==> config.mk <==
export PLATFORM = sky130hd
export DESIGN_NAME = if_stage_pipe
export DESIGN_NICKNAME = d
export VERILOG_FILES = /design/src/rtl/if_stage_pipe.sv
export SDC_FILE = /design/constraint.sdc
export NUM_CORES = 1
export LEC_CHECK = 0
export BUFFER_PORTS_ARGS = -buffer_cell sky130_fd_sc_hd__buf_2
export CAP_MARGIN = 20
export CORE_MARGIN = 1.5
export CORE_UTILIZATION = 40
export CTS_CLUSTER_SIZE = 14
export DETAILED_ROUTE_END_ITERATION = 10
export HOLD_SLACK_MARGIN = 0.1
export PLACE_DENSITY = 0.66
export SLEW_MARGIN = 20
export SYNTH_ARGS = -nofsm -noshare
export SYNTH_HDL_FRONTEND = slang
export SYNTH_SLANG_ARGS = --single-unit
export TNS_END_PERCENT = 10
==> constraint.sdc <==
create_clock -name clk -period 3.65 [get_ports clk]
set_clock_uncertainty 0.2 [all_clocks]
set_input_delay 0.73 -clock clk [delete_from_list [all_inputs] [get_ports clk]]
set_output_delay 0.73 -clock clk [all_outputs]
set_load 0.03 [all_outputs]
==> src/rtl/if_stage_pipe.sv <==
// if_stage_pipe -- instruction-fetch stage plus IF/ID pipeline register.
//
// Owns the PC, drives the instruction-memory address, and latches the fetched
// word together with PC+4 for the ID stage. ID feeds back its hazard stalls and
// redirect requests (J/JAL, JR, taken branch). The fetch stage uses these to
// hold the PC, redirect it, or squash the IF/ID contents.
//
// Ports:
//   clk, rst          clock; synchronous active-high reset
//   imem_addr         fetch address (always equal to the PC register)
//   imem_rdata/ready  fetched word, valid in the same cycle when ready=1
//   stall, stall_beq  load-use / branch-operand hazard holds from ID
//   branch_enable     ID redirect request
//   is_jump_index, jump_index  J/JAL target field
//   is_jr, jr_target           JR target (forwarded rs)
//   branch_imm        branch offset field of the ID instruction
//   id_instruction, id_pc_4, id_valid  IF/ID register outputs
//   jr_misalign       one-cycle pulse for an accepted JR with target[1:0]!=0
//
// Optional build macro IF_DELAY_SLOT_EN:
//   defined   -> MIPS delay slot (the word at the current PC survives a redirect)
//   undefined -> a redirect flushes IF/ID (1 bubble of penalty)
module if_stage_pipe #(
  parameter logic [31:0] RESET_PC = 32'h0000_0000,
  parameter logic [31:0] NOP_WORD = 32'h0000_0000
) (
  input  logic        clk,
  input  logic        rst,
  output logic [31:0] imem_addr,
  input  logic [31:0] imem_rdata,
  input  logic        imem_ready,
  input  logic        stall,
  input  logic        stall_beq,
  input  logic        branch_enable,
  input  logic        is_jump_index,
  input  logic [25:0] jump_index,
  input  logic        is_jr,
  input  logic [31:0] jr_target,
  input  logic [15:0] branch_imm,
  output logic [31:0] id_instruction,
  output logic [31:0] id_pc_4,
  output logic        id_valid,
  output logic        jr_misalign
);

  logic [31:0] pc_q, pc_d;
  logic [31:0] instr_q, instr_d;
  logic [31:0] pc4_q, pc4_d;
  logic        valid_q, valid_d;
  logic        mis_q, mis_d;

  logic        hold, redirect;
  logic [31:0] pc_plus4, br_off, target;

  assign hold     = stall | stall_beq;
  // ID's branch compare is stale while it is holding, so the redirect waits.
  assign redirect = branch_enable & ~hold;
  assign pc_plus4 = pc_q + 32'd4;
  assign br_off   = {{14{branch_imm[15]}}, branch_imm, 2'b00};

  // JR wins over J/JAL, which wins over a conditional branch.
  always_comb begin
    target = pc4_q + br_off;
    if (is_jr)              target = {jr_target[31:2], 2'b00};
    else if (is_jump_index) target = {pc4_q[31:28], jump_index, 2'b00};
  end

  always_comb begin
    pc_d    = pc_q;
    instr_d = instr_q;
    pc4_d   = pc4_q;
    valid_d = valid_q;
    mis_d   = redirect & is_jr & (jr_target[1:0] != 2'b00);
    if (hold) begin
      // freeze everything; memory data is ignored
    end else if (redirect) begin
      pc_d  = target;
      pc4_d = pc_plus4;
`ifdef IF_DELAY_SLOT_EN
      // Keep the delay-slot word if memory delivered it; otherwise the slot is
      // lost but the redirect still takes effect.
      if (imem_ready) begin
        instr_d = imem_rdata;
        valid_d = 1'b1;
      end else begin
        instr_d = NOP_WORD;
        valid_d = 1'b0;
      end
`else
      instr_d = NOP_WORD;
      valid_d = 1'b0;
`endif
    end else if (!imem_ready) begin
      instr_d = NOP_WORD;
      valid_d = 1'b0;
    end else begin
      pc_d    = pc_plus4;
      instr_d = imem_rdata;
      pc4_d   = pc_plus4;
      valid_d = 1'b1;
    end
  end

  always_ff @(posedge clk) begin
    if (rst) begin
      pc_q    <= RESET_PC;
      instr_q <= NOP_WORD;
      pc4_q   <= 32'd0;
      valid_q <= 1'b0;
      mis_q   <= 1'b0;
    end else begin
      pc_q    <= pc_d;
      instr_q <= instr_d;
      pc4_q   <= pc4_d;
      valid_q <= valid_d;
      mis_q   <= mis_d;
    end
  end

  assign imem_addr      = pc_q;
  assign id_instruction = instr_q;
  assign id_pc_4        = pc4_q;
  assign id_valid       = valid_q;
  assign jr_misalign    = mis_q;

endmodule

==> results.sh <==
export IMPL_status="complete, no violations"
export IMPL_cts_made_buffers=9
export IMPL_ys_flop_type="dfxtp_1"
export IMPL_cts_root_buf="clkbuf_16"
export IMPL_hold_violations=0
export IMPL_p_int_mw=1.94
export IMPL_switching_power_mw=0.985
export IMPL_synth_nets=957
export IMPL_ys_types=65
export IMPL_p_seq_frac=0.401
export IMPL_rows=45
export IMPL_r2r_end="imem_addr[26]"
export IMPL_clock_sink_count=98
export IMPL_gp_congestion=0.935
export IMPL_hold_buffers=0
export IMPL_cp_slowest_cell="fa_1"
export IMPL_dr_pass1_iters=5
export IMPL_io_buffers=211
export IMPL_grt_max_degree=49
export IMPL_die_w_um=129
export IMPL_synth_cell_area_um2=6330
export IMPL_p_leak_nw=3.46
export IMPL_ir_drop_mv=0.284
export IMPL_start_util=0.413
export IMPL_p_per_area_nw_per_um2=369
export IMPL_crit_path_end_kind="register"
export IMPL_via_count=6904
export IMPL_synth_compound_area_frac=0.276
export IMPL_die_y_um=129
export IMPL_post_cts_buffers=0
export IMPL_synth_xor_area_frac=0.0969
export IMPL_synth_simple_area_share=0.205
export IMPL_overflow=0
export IMPL_final_instance_count_excl_fill=1215
export IMPL_min_period_over_period=0.882
export IMPL_io_pins=212
export IMPL_cts_max_path_buffers=2
export IMPL_r2r_start="id_pc_4[2]"
export IMPL_worstHoldPathType="register to register"
export IMPL_synth_largest_area_cell="dfxtp_1"
export IMPL_drt_wl_total_mm=21.6
export IMPL_synthTopCellsByCount="nor2_1, dfxtp_1, nand2_1"
export IMPL_ys_ff_latch=98
export IMPL_cts_tree="built"
export IMPL_clock_fmax_mhz=311
export IMPL_crit_family="compound AO/OA/AOI/OAI gates"
export IMPL_cp_required_ns=3.69
export IMPL_dieArea_um2=16600
export IMPL_swShare=0.337
export IMPL_whs_ns=0.267
export IMPL_critPathBufInv=1
export IMPL_final_cell_area_um2=7910
export IMPL_cts_max_level=3
export IMPL_path_class="input port to register"
export IMPL_grt_pass1_wl_mm=33.4
export IMPL_drt_initial_drc_count=569
export IMPL_synth_most_common_cell="nor2_1"
export IMPL_synth_top_area_frac=0.310
export IMPL_combPwrFrac=0.256
export IMPL_async_flop_share=0
export IMPL_grt_pass1_vias=6159
export IMPL_seqCellArea_um2=1960
export IMPL_critPathLaunchType="input port"
export IMPL_slew_viol_final=0
export IMPL_crit_path_start="branch_imm[0]"
export IMPL_hp_start="id_valid"
export IMPL_arrival_ns=3.26
export IMPL_place_inst=1197
export IMPL_synth_area_per_cell_um2=7.79
export IMPL_design_core_area_um2=15300
export IMPL_critical_path_max_stage_delay_ns=0.41
export IMPL_multiInputGateArea_um2=4110
export IMPL_reg2regPathDepth=10
export IMPL_clkPwrFrac=0.343
export IMPL_critPathMaxFanout=3
export IMPL_dp_hpwl_mm=16.2
export IMPL_slew_headroom=0.458
export IMPL_syn2layout_area_growth_pct=25.1
export IMPL_worst_slack_ns=0.430
export IMPL_synthAdderAreaFrac=0.0625
export IMPL_rsz0062_at_grt="false"
export IMPL_antenna_found_initial=3
export IMPL_clk_latency_ns=0.35
export IMPL_holdPathEnd="id_valid"
export IMPL_fillers=1562
export IMPL_ant_nets=0
export IMPL_min_path_cells=2
export IMPL_synth_seq_area_share=0.310
export IMPL_ys_warn_count=0
export IMPL_drive_gt1_frac=0.262
export IMPL_cts_clk_slew_worst_paths_ns=0.07
export IMPL_regToRegSetupSlack_ns=0.58
export IMPL_path_cells="buf_2 > ha_1 > fa_1 > a211oi_1 > o21ai_1 > and3_1 > o22ai_2 > o31ai_2 > a21boi_0 > nor4b_1 > a311o_1"
export IMPL_gr_usage_all_layers=0.258
export IMPL_maxCapViolCount=0
export IMPL_synth_top_family_by_area="compound AO/OA/AOI/OAI gates"
export IMPL_ctsResizeCount=0
export IMPL_nets=1142
export IMPL_synth_area_top_cells="dfxtp_1, nor2_1, xnor2_1"
export IMPL_dp_slack_ns=0.126
export IMPL_tns_ns=0
export IMPL_final_util=0.517
export IMPL_placed_area_um2=7600
export IMPL_routedWlPerCell_um=17.8
export IMPL_tightest_slew_ns=0.813
export IMPL_viasPerCell=5.68
export IMPL_muxShareOfSynthArea=0.00791
export IMPL_final_setup_viol_count=0
export IMPL_drc=0
export IMPL_syn_inst=812
export IMPL_synth_edf_count=0
export IMPL_p_total_mw=2.92
export IMPL_fin_crit_ns=3.22
placed cells by master, fill, tap and decap left out, types with 4 or more instances in the layout:
master     Yosys  routed
ha_1          30      30
o22ai_1        9       9
inv_1          8       8
xor2_1        25      25
and3_1        10      10
buf_2          2     210
nor3_1        16      16
o21ai_0       44      44
nand2_1       74      73
nor2_1       119     118
nand4_1       14      14
nor2b_1        6       6
a311oi_1       4       4
a211oi_1      48      48
or3_1          5       5
clkbuf_16      0       9
nand3_1       15      15
a21o_1        12      12
a31oi_1        5       5
o211ai_1      11      11
and2_1         4       4
o21a_1         6       6
mux2i_1        5       5
buf_4          3      20
a21oi_1       53      53
dfxtp_1       98      98
xnor2_1       45      45
a22oi_1       34      34
o21bai_1       4       4
power groups by stage:
stage	clock network (mW)	logic (mW)	registers [mW]
after CTS	1.01	0.741	1.17
final	1.00	0.748	1.17
after floorplan	0	0.401	1.28
after global placement	0	0.733	1.20
after global routing	1.05	0.813	1.18
after detailed placement	0	0.737	1.20
cell type report:
type	instances	area share
multi-input cells	648	0.519
flip-flops and latches	98	0.248
repair buffers	232	0.157
well taps	211	0.0334
clock buffers	9	0.0285
clock inverters	7	0.00980
inverters	8	0.00380
diodes	2	0.000633
how the worst max path moves through the flow:
stage / endpoint / slack, ns / depth (start not counted)
after floorplan: imem_addr[26] / 0.51 / 10
after global placement: imem_addr[26] / 0.13 / 11
after detailed placement: imem_addr[26] / 0.13 / 11
after CTS: imem_addr[26] / 0.48 / 11
after global routing: imem_addr[26] / 0.27 / 11
final: imem_addr[26] / 0.43 / 11
layer usage:
layer | vias up | global-route usage | part of all wire
met5 | - | 0 | 0.00037
met3 | 20 | 0.0520 | 0.084
li1 | 3341 | - | -
met1 | 3230 | 0.359 | 0.45
met4 | 2 | 0.0687 | 0.015
met2 | 311 | 0.407 | 0.45
worst min-delay path: stages, from the launching register on:
cell	delay, ns
dfxtp_1	0.32
nand2_1	0.05
a21oi_1	0.05
state kept, by name (all words and copies together) (netlist names):
name            cells
id_pc_4            32
imem_addr          32
id_instruction     32
jr_misalign         1
id_valid            1
cell families (layout without fill, tap and decap cells):
| logic type | count (synthesis) | count (layout) |
|---|---|---|
| XOR/XNOR | 70 | 70 |
| AO/OA/AOI/OAI | 260 | 260 |
| other | 0 | 2 |
| adder cells (fa/ha/maj) | 31 | 31 |
| buffers and inverters | 66 | 256 |
| AND/OR/NAND/NOR | 282 | 282 |
| flip-flops | 98 | 98 |
| multiplexers | 5 | 5 |
No activity file was read; power rests on OpenSTA's default activity.
